### config.mk
export PLATFORM = sky130hd
export DESIGN_NAME = ram_port
export DESIGN_NICKNAME = d
export VERILOG_FILES = /design/src/rtl/ram_port_pkg.sv /design/src/rtl/ram_port_lane.sv /design/src/rtl/ram_port.sv
export SDC_FILE = /design/constraint.sdc
export NUM_CORES = 1
export LEC_CHECK = 0
export BUFFER_PORTS_ARGS = -buffer_cell sky130_fd_sc_hd__buf_2
export CORE_MARGIN = 5
export CORE_UTILIZATION = 50
export DETAILED_ROUTE_END_ITERATION = 7
export PLACE_DENSITY = 0.95
export SYNTH_ARGS = -nofsm -noshare
export SYNTH_HDL_FRONTEND = slang
export SYNTH_SLANG_ARGS = --single-unit
### constraint.sdc
create_clock -name clk -period 5.2 [get_ports clk]
set_input_delay 0 -clock clk [delete_from_list [all_inputs] [get_ports clk]]
set_output_delay 0 -clock clk [all_outputs]
set_load 0.02 [all_outputs]
### src/rtl/ram_port_pkg.sv
// Shared types for the ram_port load/store bridge:
// access size encodings, FSM states and alignment helpers.
package ram_port_pkg;

  localparam logic [1:0] SIZE_B = 2'b00;
  localparam logic [1:0] SIZE_H = 2'b01;
  localparam logic [1:0] SIZE_W = 2'b10;
  localparam logic [1:0] SIZE_X = 2'b11;

  typedef enum logic [1:0] {
    IDLE,
    RDATA,
    RESP
  } state_t;

  function automatic logic misaligned(
    input logic [1:0] size,
    input logic [1:0] off
  );
    return (size == SIZE_H && off[0]) ||
           (size == SIZE_W && off != 2'b00);
  endfunction

  // Clears the low offset bits an access of this size cannot use.
  function automatic logic [1:0] align_off(
    input logic [1:0] size,
    input logic [1:0] off
  );
    logic [1:0] r;
    r = off;
    if (size == SIZE_H) r[0] = 1'b0;
    if (size == SIZE_W) r = 2'b00;
    return r;
  endfunction

endpackage

### src/rtl/ram_port_lane.sv
// Byte-lane steering, purely combinational.
// size/off/uns in; be, wrep (store) and rdata (load) out.
module ram_port_lane
  import ram_port_pkg::*;
(
  input  logic [1:0]  size,
  input  logic [1:0]  off,
  input  logic        uns,
  input  logic [31:0] wdata,
  input  logic [31:0] q,
  output logic [3:0]  be,
  output logic [31:0] wrep,
  output logic [31:0] rdata
);

  logic [7:0]  b;
  logic [15:0] h;

  always_comb begin
    be    = 4'b0000;
    wrep  = wdata;
    rdata = 32'h0;
    b     = q[{off, 3'b000} +: 8];
    h     = q[{off[1], 4'b0000} +: 16];
    unique case (1'b1)
      (size == SIZE_B): begin
        be    = 4'b0001 << off;
        wrep  = {4{wdata[7:0]}};
        rdata = {{24{~uns & b[7]}}, b};
      end
      (size == SIZE_H): begin
        be    = 4'b0011 << {off[1], 1'b0};
        wrep  = {2{wdata[15:0]}};
        rdata = {{16{~uns & h[15]}}, h};
      end
      (size == SIZE_W): begin
        be    = 4'b1111;
        rdata = q;
      end
      (size == SIZE_X): begin
        be    = 4'b0000;
      end
    endcase
  end

endmodule

### src/rtl/ram_port.sv
// CPU load/store to byte-enabled block RAM bridge (valid/ready req, held resp).
// RAM_PORT_ALIGN_CHECK_EN: misaligned accesses error instead of being aligned.
module ram_port
  import ram_port_pkg::*;
#(
  parameter int ADDRESS_WIDTH = 14
) (
  input  logic                     clk,
  input  logic                     rst_n,
  input  logic                     req_valid,
  output logic                     req_ready,
  input  logic                     req_we,
  input  logic [1:0]               req_size,
  input  logic                     req_unsigned,
  input  logic [31:0]              req_addr,
  input  logic [31:0]              req_wdata,
  output logic                     resp_valid,
  input  logic                     resp_ready,
  output logic [31:0]              resp_rdata,
  output logic                     resp_err,
  output logic [3:0]               ram_we,
  output logic [ADDRESS_WIDTH-3:0] ram_addr,
  output logic [31:0]              ram_data,
  input  logic [31:0]              ram_q
);

  state_t                   state;
  logic [ADDRESS_WIDTH-3:0] addr_q;
  logic [1:0]               off_q;
  logic [1:0]               size_q;
  logic                     uns_q;
  logic                     err_q;

  logic        idle;
  logic [1:0]  off_in;
  logic        err_in;
  logic [1:0]  l_size;
  logic [1:0]  l_off;
  logic [3:0]  l_be;
  logic [31:0] l_rdata;
  logic        unused_hi;

  assign unused_hi = ^req_addr[31:ADDRESS_WIDTH];

`ifdef RAM_PORT_ALIGN_CHECK_EN
  assign off_in = req_addr[1:0];
  assign err_in = (req_size == SIZE_X) ||
                  misaligned(req_size, req_addr[1:0]);
`else
  assign off_in = align_off(req_size, req_addr[1:0]);
  assign err_in = (req_size == SIZE_X);
`endif

  assign idle      = (state == IDLE);
  assign req_ready = idle;

  // One lane unit: request fields drive it in IDLE, saved fields in RDATA.
  assign l_size = idle ? req_size : size_q;
  assign l_off  = idle ? off_in : off_q;

  ram_port_lane u_lane (
    .size  (l_size),
    .off   (l_off),
    .uns   (uns_q),
    .wdata (req_wdata),
    .q     (ram_q),
    .be    (l_be),
    .wrep  (ram_data),
    .rdata (l_rdata)
  );

  assign ram_we = (rst_n && idle && req_valid && req_we && !err_in)
                ? l_be : 4'b0000;
  assign ram_addr = idle ? req_addr[ADDRESS_WIDTH-1:2] : addr_q;

  always_ff @(posedge clk or negedge rst_n) begin
    if (!rst_n) begin
      state      <= IDLE;
      resp_valid <= 1'b0;
      resp_rdata <= 32'h0;
      resp_err   <= 1'b0;
      addr_q     <= '0;
      off_q      <= 2'b00;
      size_q     <= 2'b00;
      uns_q      <= 1'b0;
      err_q      <= 1'b0;
    end else begin
      unique case (state)
        IDLE: begin
          if (req_valid) begin
            addr_q <= req_addr[ADDRESS_WIDTH-1:2];
            off_q  <= off_in;
            size_q <= req_size;
            uns_q  <= req_unsigned;
            err_q  <= err_in;
            if (req_we) begin
              state      <= RESP;
              resp_valid <= 1'b1;
              resp_rdata <= 32'h0;
              resp_err   <= err_in;
            end else begin
              state <= RDATA;
            end
          end
        end
        RDATA: begin
          state      <= RESP;
          resp_valid <= 1'b1;
          resp_err   <= err_q;
          resp_rdata <= err_q ? 32'h0 : l_rdata;
        end
        RESP: begin
          if (resp_ready) begin
            state      <= IDLE;
            resp_valid <= 1'b0;
          end
        end
        default: state <= IDLE;
      endcase
    end
  end

endmodule
## Word level (Yosys, flattened, before mapping)

Index checks and enable logic that the tools add are counted.

- Flip-flop bits (word level): 54
- Input bits: 104
- Output and inout port bits: 83
- Word-level logic and storage cells: 64

- Equal/unequal tests: 11
- Shifts and indexed selects: 4
- Multiplexer cells: 24
- Bitwise logic cells: 3
- Reduce and logical (&&, ||, !) cells: 13

Operators by type and width:

| kind | number |
|---|---|
| case mux 32 bit (2 select lines) | 2 |
| two-way mux 32 bit | 3 |
| case mux 32 bit (3 select lines) | 1 |
| variable part select 32 x 6 -> 16 bit | 1 |
| variable part select 32 x 6 -> 8 bit | 1 |
| case mux 4 bit (4 select lines) | 1 |
| two-way mux 12 bit | 1 |
| two-way mux 2 bit | 6 |
| equality test 2 bit (second input constant) | 5 |
| equality test 2 x 1 -> 1 bit (second input constant) | 3 |
| two-way mux 1 bit | 6 |
| != test 2 bit (second input constant) | 3 |
| case mux 2 bit (3 select lines) | 1 |
| logical AND 1 bit | 4 |
| logical NOT 2 bit | 2 |
| two-way mux 4 bit | 1 |
| AND reduction 2 bit | 2 |
| AND reduction 4 bit | 1 |
| << shifter 1 x 2 -> 4 bit (first input constant) | 1 |
| << shifter 2 x 2 -> 4 bit (first input constant) | 1 |
| case mux 1 bit (3 select lines) | 1 |
| AND reduction 3 bit | 1 |
| nonzero test 3 bit | 1 |
| AND 1 bit | 2 |
| other kinds (4) | 4 |

## Logic depth before layout (Yosys ltp)

Gate-level depths: netlist (run 1).

- Depth in word-level cells: 9
- Mapped depth: 10
- Gate-level depth less buffers: 6

## Hierarchy

From an unflattened synthesis (run 1), not the netlist that was laid out.

- Cell total of the unflattened synthesis: 321
- Area, all modules: 3,432.0 um^2

By module, submodules not included:

| module | times used | cells each | area an instance (um^2) | seq. area each (um^2) |
|---|---|---|---|---|
| ram_port | 1 | 165 | 2,298.5 | 1,351.3 |
| ram_port_lane | 1 | 156 | 1,133.6 | 0.0 |

## Worst setup path after synthesis (run 1)

Ideal clock, no wire load.

- Path kind: flip-flop to flip-flop
- Start point: reg state[0]
- End point: reg resp_rdata[16]
- Library setup time: 0.081 ns
- Data arrival time: 1.938 ns
- Data required time: 5.119 ns
- Slack: 3.180 ns
- Stages on the path, launching flop included: 10
- Path buffers: 4
- Period minus slack after synthesis: 2.020 ns
- Path through: dfrtp_1 buf_6 or2_1 buf_6 buf_6 o31ai_4 a211oi_2 a211o_4 buf_6 a31oi_2

- Cells in the longest elaborated chain, start to end: 7
- Elaborated cells on any way between the ends: 18
- Classes of those cells: eq/ne (5); shift (2); mux (5); bitwise (2); reduce/logical (4)

Ends and longest elaborated chain:

| element | line | source |
|---|---|---|
| start, declared | ram_port.sv:27 | `state_t state;` |
| start signal, assigned | ram_port.sv:78 | `state <= IDLE;` |
| start signal, assigned | ram_port.sv:97 | `state <= RESP;` |
| start signal, assigned | ram_port.sv:102 | `state <= RDATA;` |
| logical NOT 2 bit | ram_port.sv:54, ram_port.sv:88 |  |
| two-way mux 2 bit | ram_port.sv:59 | `assign l_off = idle ? off_in : off_q;` |
| variable part select 32 x 6 -> 16 bit / variable part select 32 x 6 -> 8 bit (equally long branches) | ram_port_lane.sv:24, ram_port_lane.sv:23 |  |
| AND 1 bit, on equally long branches | ram_port_lane.sv:34, ram_port_lane.sv:29 |  |
| case mux 32 bit (3 select lines) | ram_port_lane.sv:25 | `unique case (1'b1)` |
| two-way mux 32 bit | ram_port.sv:110 | `resp_rdata <= err_q ? 32'h0 : l_rdata;` |
| case mux 32 bit (2 select lines) | ram_port.sv:88 | `unique case (state)` |
| end signal, assigned | ram_port.sv:110 |  |
| end, declared | ram_port.sv:19 | `output logic [31:0] resp_rdata,` |

Several ways; a longest one is shown, not always the timed one.
A chain may end at the register's enable or synchronous reset.

## Worst setup path in the final report (run 1)

- Start point: reg state[0]
- End point: out ram_we[1]

- Cells in the longest elaborated chain, start to end: 6
- Elaborated cells on any way between the ends: 15
- Classes of those cells: eq/ne (3); shift (2); mux (4); reduce/logical (6)

Ends and longest elaborated chain:

| element | line | source |
|---|---|---|
| logical NOT 2 bit * | ram_port.sv:54 | `assign idle = (state == IDLE);` |
| parallel branches: the longest is 4 deep, another holds << shifter 2 x 2 -> 4 bit | -- |  |
| two-way mux 4 bit * | ram_port.sv:73 | `? l_be : 4'b0000;` |
| end, declared | ram_port.sv:21 | `output logic [3:0] ram_we,` |

Mark *: on every way between the ends.

==> results.toml, run 1 <==
[worst_setup_path]
crit_arrival_ps = 3040
crit_buf_inv = 3
r2r_cells = 7
reg2reg_to = "resp_rdata[26]"
crit_fanout = 23
reg2reg_slack_ps = 2230
worst_path_largest_cell_delay_ps = 610
cpMostUsedCell = "nor2_1"
worst-setup-path-type = "reg -> out"
critPathCaptureType = "output port"
critPathLaunchType = "flip-flop"
path_cells = "or2_1 -> buf_4 -> inv_2 -> nand2_1 -> nor2_1 -> o21ai_0 -> nor2_1 -> buf_2"
worstReg2RegStart = "state[0]"
critPathTopFamily = "simple AND/OR/NAND/NOR gates"
cpMaxStageDelayCell = "nand2_1"
required_ps = 5200

[hold_path]
hold_path_depth = 3
hold_path.class = "in -> reg"
min_to = "resp_rdata[6]"
worstHoldStart = "ram_q[22]"

[sta]
min_period_ps = 3040
max_slew.worst_pin.slew_ps = 950
setup_viol = 0
fmax_mhz = 329
rsz0062_at_grt = "no"
fin_crit_sh_pct = 58.5
fin_skew_ps = 21.9
slew_headroom_pct = 36.4
hold_viol_final = 0
slew_violations = 0
setup_tns_ps = 0

[layout]
nets = 650
final-seq-area_sq_mm = 0.00135
nFillCells = 560
post_route_cells_drive_above_1_share_pct = 43.1
design_area_sq_mm = 0.00480
synthToLayoutAreaGrowth_pct = 31.6
mostFrequentLayoutCells = "buf_2, nand2_1, dfrtp_1"
final_common_cell = "buf_2"
multi_input_area_sq_mm = 0.00208

[logic_synthesis]
ys.flop_type = "dfrtp_1"
synth_top_area_share_pct = 37.0
syn_nets = 483
ys_seq_elements = 54
synth_cell_types = 47
netlist_area_sq_mm = 0.00365
synthTopCellsByArea = "dfrtp_1, mux2_2, nand2_1"
synthCells = 379
synth_warnings = 0
syn_avg_cell_area_sq_um = 9.63
async_flop_share_pct = 100
yosysSeqAreaShare_pct = 37.0
synth-edff-count = 0
yosys.area.top_type = "dfrtp_1"

[flow_run]
max-cap-violations = 0

[route]
drt_iter0_drc = 324
route.detailed.drc = 0
dr_total_vias = 3926
wl_per_cell_um = 19.4
antenna_left = 0
viasPerCell = 6.07
routed_wl_mm = 12.6
dr.pass1.iters = 5

[grt]
grt_remaining_overflow = 0
grt_max_degree = 56
grt_antenna_before_repair = 1
grt_pass1_vias = 3925
grt_usage_pct = 27.2
grt_first_pass_wirelength_mm = 19.6

[clock_network]
cts.sinks = 54
clk_latency_ps = 320
clock-root-buffer = "clkbuf_8"
cts-resized-gates = 0
post_cts_buffers = 0
clock_path_buffers = 2
h-tree-depth = 2
clk_pin_slew_worst_paths_ps = 120
cts_tree = "built"
numCtsBuffers = 5
ctsHoldBuffers = 23

[pwr]
power_leakage_nw = 2.40
vdd_ir_drop_max_mv = 0.251
total_power_mw = 1.80
power_density_mw_per_mm2 = 374

[floorplanning]
die_width_um = 95.5
core_sq_mm = 0.00718
dieArea_sq_mm = 0.00911
ioPinCount = 187
die_h_um = 95.5
start_util_pct = 50.9
row_count = 31

[placed_design]
numPortBuffers = 168
dp_hpwl_mm = 8.96
post_dp_cell_area_sq_mm = 0.00445
gp_congestion = 0.888

[status]
status = "complete, no violations"
-- worst max-delay path by stage --
stage	slack, ps	to	startpoint	cells past startpoint
finish	2160	ram_we[1]	state[0]	8
global route	1870	ram_we[1]	state[0]	8
CTS	2200	ram_we[1]	state[0]	8
detailed placement	2300	resp_rdata[26]	state[0]	7
global placement	2390	resp_rdata[27]	state[0]	7
floorplan	3180	resp_rdata[16]	state[0]	9
-- sequential cells by signal, summed over array words and instances, names as in the netlist --
register    count
err_q           1
state           2
off_q           2
resp_err        1
resp_rdata     32
resp_valid      1
addr_q         12
size_q          2
uns_q           1
-- layout make-up --
| type | count | share of cell area, % |
|---|---|---|
| repair buffers | 197 | 23.2 |
| well taps | 99 | 2.58 |
| clock buffers | 6 | 1.72 |
| clock inverters | 2 | 0.808 |
| inverters | 3 | 0.234 |
| flip-flops and latches | 54 | 28.1 |
| diodes | 1 | 0.0521 |
| multi-input cells | 285 | 43.2 |
-- logic make-up (layout without fill, tap and decap cells) --
group           count (synthesis)  count (layout)  share of synthesized area [%]
simple gates                  114             114                           13.2
compound gates                111             111                           25.5
mux                            59              59                           18.0
flops                          54              54                           37.0
buf+inv                        40             208                           6.10
xor+xnor                        1               1                          0.240
other cells                     0               1                              0
-- cell usage after synthesis (2+ instances only) --
cell / count
o221ai_1: 6
buf_6: 4
a31oi_1: 7
mux2i_1: 22
nand2_1: 68
buf_1: 5
o211ai_1: 2
clkbuf_1: 12
inv_1: 2
a32oi_1: 9
o31ai_1: 2
or3_1: 2
buf_4: 9
a211oi_2: 2
nand3_1: 6
mux2i_2: 3
a22o_1: 16
a22oi_1: 22
nand3b_1: 3
o21ai_0: 6
a211o_1: 8
a31oi_2: 10
mux2_2: 33
nor2_1: 24
dfrtp_1: 54
a21oi_1: 11
nand2b_1: 5
buf_2: 7
-- per-layer routing --
layer,part of all wire [%],up-vias,track usage (%)
li1,-,1736,-
met1,37,1877,32.7
met2,49,262,46.6
met3,11,51,5.84
met4,3.9,0,12.1
met5,0,-,0
-- worst reg2reg max path: cells and delay by family, from the launching register on --
| kind | cells | cell delay (ps) |
|---|---|---|
| buf+inv | 2 | 570 |
| compound gates | 2 | 1050 |
| simple gates | 3 | 750 |
| flops | 1 | 520 |
-- per-stage QoR --
step / hold WS (ps) / utilization [%] / setup WS [ps] / cells
after global routing: 50.6 / 66.9 / 1870 / 647
after floorplan: -296 / - / 3180 / 379
after CTS: 29.0 / 66.9 / 2200 / 646
final: 33.7 / 66.9 / 2160 / 647
after global placement: 168 / 62.0 / 2390 / 615
after detailed placement: 179 / 62.0 / 2300 / 615
-- report_power, final --
part	switching [mW]	internal [mW]	total, mW
clock network	0.150	0.159	0.309
logic	0.555	0.349	0.904
registers	0.0777	0.506	0.584
Note: power is estimated with default switching activity, not from simulation.
==> run 2: changes to the inputs <==
Settings changed: ABC_AREA set to 1, CORE_UTILIZATION 50 to 46, PLACE_DENSITY 0.95 to 0.92.
Clock period 5.2 ns to 2.98 ns, I/O delays scaled along.
==> results.toml, run 2 <==
[hold_path]
worstHoldStart = "req_size[1]"
min_to = "size_q[1]"
hold_path.class = "in -> reg"
hold_path_depth = 3

[worst_setup_path]
crit_arrival_ps = 2480
crit_buf_inv = 3
cpMostUsedCell = "nand2_1"
cpMaxStageDelayCell = "nor2_4"
critPathTopFamily = "simple AND/OR/NAND/NOR gates"
reg2reg_slack_ps = 540
worstReg2RegStart = "state[1]"
r2r_cells = 11
reg2reg_to = "resp_rdata[8]"
worst_path_largest_cell_delay_ps = 470
worst-setup-path-type = "reg -> out"
startpoint = "state[1]"
required_ps = 2980
critPathLaunchType = "flip-flop"
critPathCaptureType = "output port"
path_cells = "inv_2 -> nand2_2 -> nand2_1 -> nand2_4 -> nor2_4 -> nand2_1 -> inv_1 -> a211oi_1 -> buf_2"
crit_fanout = 25

[route]
antenna_left = 0
route.detailed.drc = 0
viasPerCell = 4.86
wl_per_cell_um = 13.3
drt_iter0_drc = 187
routed_wl_mm = 11.1
dr_total_vias = 4036
dr.pass1.iters = 5

[pwr]
p_int_mw = 1.83
total_power_mw = 3.40
seq_power_share_pct = 29.5
power_leakage_nw = 2.94
swShare_pct = 46.1
switching_power_mw = 1.57
pwr-share-comb_pct = 52.6
power_density_mw_per_mm2 = 716
vdd_ir_drop_max_mv = 0.482
power_frac_clock_pct = 17.9

[floorplanning]
dieArea_sq_mm = 0.00972
start_util_pct = 47.0
die_h_um = 98.6
die_width_um = 98.6
core_sq_mm = 0.00769
ioPinCount = 187
row_count = 32

[grt]
grt_usage_pct = 22.3
grt_max_degree = 55
grt_antenna_before_repair = 1
grt_first_pass_wirelength_mm = 17.9
grt_remaining_overflow = 0
grt_pass1_vias = 3726

[logic_synthesis]
synth_warnings = 0
yosysSeqAreaShare_pct = 37.4
async_flop_share_pct = 100
syn_nets = 667
synth_top_area_share_pct = 37.4
syn_avg_cell_area_sq_um = 6.41
ys.flop_type = "dfrtp_1"
synthTopCellsByArea = "dfrtp_1, nand2_1, o21ai_0"
synthCells = 563
synth_cell_types = 26
yosys-top-cells-count = "nand2_1, inv_1, nor2_1"
netlist_area_sq_mm = 0.00361
synth-edff-count = 0
post-synth-top-count-cell = "nand2_1"
ys_seq_elements = 54
yosys.area.top_type = "dfrtp_1"

[sta]
slew_violations = 0
fin_skew_ps = 8.27
min_period_ps = 2480
setup_slack_ps = 496
rsz0062_at_grt = "no"
fin_hold_ws_ps = 2.95
slew_headroom_pct = 55.4
setup_tns_ps = 0
fin_crit_sh_pct = 83.4
hold_viol_final = 0
max_slew.worst_pin.slew_ps = 669
setup_viol = 0
fmax_mhz = 403

[layout]
largest_reg_flops = 32
post_route_cells_drive_above_1_share_pct = 28.1
largest_register = "resp_rdata"
mostFrequentLayoutCells = "nand2_1, buf_2, inv_1"
reg_top3 = "resp_rdata (32), addr_q (12)"
nets = 832
synthToLayoutAreaGrowth_pct = 31.4
final_common_cell = "nand2_1"
design_area_sq_mm = 0.00474
n_antenna_cell = 0

[status]
status = "complete, no violations"

[clock_network]
numCtsBuffers = 5
clock_path_buffers = 2
clk_pin_slew_worst_paths_ps = 100
clk_latency_ps = 310
clock-root-buffer = "clkbuf_8"
h-tree-depth = 2
cts.sinks = 54
cts_tree = "built"

[placed_design]
dp_hpwl_mm = 8.05
post_dp_cell_area_sq_mm = 0.00443
numPortBuffers = 168
gp_congestion = 0.856
pre_cts_ws_ps = 587

[flow_run]
max-cap-violations = 0
==> run 2: cell types whose count changed after synthesis, sizes merged, moves of 12 or more <==
cell,previous run,this run
o211ai,2,14
mux2i,26,0
a31oi,18,1
a22o,16,0
nand2,68,254
nor2,24,59
a22oi,22,0
o21ai,7,50
inv,3,64
mux2,33,0
==> run 2: stage by stage <==
step	utilization, %	std cells
2_1_floorplan	-	563
3_3_place_gp	57.6	806
3_5_place_dp	57.6	806
4_1_cts	61.7	831
5_1_grt	61.7	831
6_report	61.7	831
==> run 2: logic make-up (layout without fill, tap and decap cells) <==
| kind of cell | count (synthesis) | count (layout) | synth area share (%) |
|---|---|---|---|
| buffers and inverters | 96 | 262 | 12.1 |
| AND/OR/NAND/NOR | 331 | 331 | 37.4 |
| AO/OA/AOI/OAI | 82 | 82 | 13.1 |
| flip-flops | 54 | 54 | 37.4 |
==> run 2: cell type report <==
| cell class | instances | area (sq um) |
|---|---|---|
| multi-input combinational | 413 | 1830 |
| tap | 102 | 128 |
| inverter | 64 | 240 |
| clock buffer | 6 | 82.6 |
| fill | 729 | 2940 |
| sequential | 54 | 1350 |
| clock inverter | 2 | 60.1 |
| timing repair buffer | 190 | 1050 |
==> run 2: worst min-delay path, delay by kind of cell <==
family / cells / cell delay [ps]
buffers and inverters: 2 / 180
AOI/OAI and AO/OA: 1 / 80
==> run 2: power by group through the flow <==
stage	clock network [mW]	logic, mW	registers [mW]
2_1_floorplan	0	1.17	1.11
3_3_place_gp	0	1.73	1.01
3_5_place_dp	0	1.76	1.01
4_1_cts	0.612	1.79	1.00
5_1_grt	0.643	1.98	1.03
6_report	0.607	1.79	1.00
==> run 2: what timing repair did <==
| item | 4_1_cts | 5_1_grt |
|---|---|---|
| hold buffers | 17 | 0 |
| resized for setup | 0 | 0 |
| buffers inserted | 0 | 0 |
| hold endpoints to repair | 70 | 0 |
==> run 2: worst max-delay path by stage <==
stage | cells after the start | end
CTS | 9 | ram_we[2]
detailed placement | 11 | resp_rdata[16]
global placement | 11 | resp_rdata[15]
global route | 9 | ram_we[2]
finish | 9 | ram_we[2]
floorplan | 6 | ram_we[0]
==> run 2: metal layers <==
layer	track usage, %	vias up	routed length, um
li1	-	2058	-
met1	29.0	1797	4660
met2	37.0	165	5280
met3	6.51	14	999
met4	4.62	2	116
met5	0	-	11
==> run 3: changes to the inputs <==
Settings changed: CORE_UTILIZATION 46 to 42, PLACE_DENSITY 0.92 to 0.89.
Clock period 2.98 ns to 2.1 ns, I/O delays scaled along.
==> results.toml, run 3 (same netlist as run 2, synthesis figures left out) <==
[pwr]
total_power_mw = 4.94
power_density_mw_per_mm2 = 1000
vdd_ir_drop_max_mv = 0.511
power_leakage_nw = 3.01

[hold_path]
worstHoldStart = "req_addr[0]"
hold_path_depth = 3
hold_path.class = "in -> reg"
min_to = "off_q[0]"

[clock_network]
h-tree-depth = 2
cts_tree = "built"
clock_path_buffers = 2
numCtsBuffers = 5
cts.sinks = 54
clock-root-buffer = "clkbuf_8"
clk_pin_slew_worst_paths_ps = 100
clk_latency_ps = 310

[grt]
grt_remaining_overflow = 0
grt_pass1_vias = 3748
grt_antenna_before_repair = 2
grt_usage_pct = 21.4
grt_max_degree = 55
grt_first_pass_wirelength_mm = 17.9

[layout]
largest_register = "resp_rdata"
nFillCells = 788
largest_reg_flops = 32
post_route_cells_drive_above_1_share_pct = 29.9
final_common_cell = "nand2_1"
design_area_sq_mm = 0.00493
fin_cells = 853
mostFrequentLayoutCells = "nand2_1, buf_2, inv_1"
nets = 850
multi_input_area_sq_mm = 0.00188
synthToLayoutAreaGrowth_pct = 36.5
final-seq-area_sq_mm = 0.00135
reg_top3 = "resp_rdata (32), addr_q (12)"

[worst_setup_path]
worst-setup-path-type = "reg -> out"
startpoint = "state[1]"
reg2reg_slack_ps = 150
r2r_cells = 12
critPathLaunchType = "flip-flop"
worstReg2RegStart = "state[0]"
critPathCaptureType = "output port"
crit_fanout = 8
required_ps = 2100
reg2reg_to = "resp_rdata[10]"
crit_arrival_ps = 2020

[sta]
min_period_ps = 2020
max_slew.worst_pin.slew_ps = 684
slew_headroom_pct = 54.4
slew_violations = 0
setup_viol = 0
hold_viol_final = 0
fin_skew_ps = 14.8
fin_crit_sh_pct = 96.0
setup_tns_ps = 0
fmax_mhz = 496

[route]
dr.pass1.iters = 5
wl_per_cell_um = 13.8
dr_total_vias = 4204
drt_iter0_drc = 250
antenna_left = 0
route.detailed.drc = 0
viasPerCell = 4.93
routed_wl_mm = 11.8

[flow_run]
max-cap-violations = 0

[placed_design]
numPortBuffers = 168
dp_hpwl_mm = 8.23
dp.cells = 814
gp_congestion = 0.867
post_dp_cell_area_sq_mm = 0.00447

[floorplanning]
core_sq_mm = 0.00830
start_util_pct = 43.5
die_h_um = 103
dieArea_sq_mm = 0.0105
die_width_um = 103
ioPinCount = 187
row_count = 33

[status]
status = "complete, no violations"
## run 3: routing by layer
layer  wire length (um)  vias up  GRT usage (%)
met5                 21        -              0
met4                297        4           6.05
met3               1230       35           5.75
met2               5480      211           35.6
met1               4730     1853           27.6
li1                   -     2101              -
## run 3: cell type report
type,count,share of cell area [%]
multi-input cells,415,38.2
flip-flops and latches,54,27.5
repair buffers,206,24.3
inverters,64,4.98
well taps,105,2.67
clock buffers,5,1.40
clock inverters,3,0.914
diodes,1,0.0508
## run 3: timing repair
action,in CTS,in global routing
pin swaps,2,4
endpoints found under the setup margin,11,41
buffers inserted,3,6
resized for setup,5,11
gates cloned,0,2
endpoints found under the hold margin,72,0
hold buffers,19,0
## run 3: through the flow
step | setup slack [ps] | util, % | hold WS (ps)
after CTS | 30.2 | 58.0 | 35.8
after detailed placement | 96.2 | 53.9 | 212
final | 83.9 | 59.4 | 40.1
after global routing | -3.97 | 59.3 | 71.2
after global placement | 156 | 53.9 | 200
after floorplan | 263 | - | -296
## run 3: power by group
part | internal, mW | total, mW | switching (mW)
Sequential | 1.28 | 1.43 | 0.155
Clock | 0.355 | 0.718 | 0.362
Combinational | 0.960 | 2.79 | 1.83
## run 3: worst max-delay path by stage
stage / slack, ps / end / cells after the start
floorplan: 260 / ram_we[0] / 6
global placement: 160 / resp_rdata[23] / 10
detailed placement: 100 / resp_rdata[22] / 11
CTS: 30 / ram_we[0] / 7
global route: -4 / ram_data[28] / 9
finish: 80 / ram_we[0] / 7
## run 3: worst max-delay path, stage by stage, from the launching register on
cell and delay [ps]:
dfrtp_2 470, buf_4 150, nor2_2 180, nand2_1 100
o21ai_2 220, o21ai_1 180, a211oi_1 200, buf_2 220
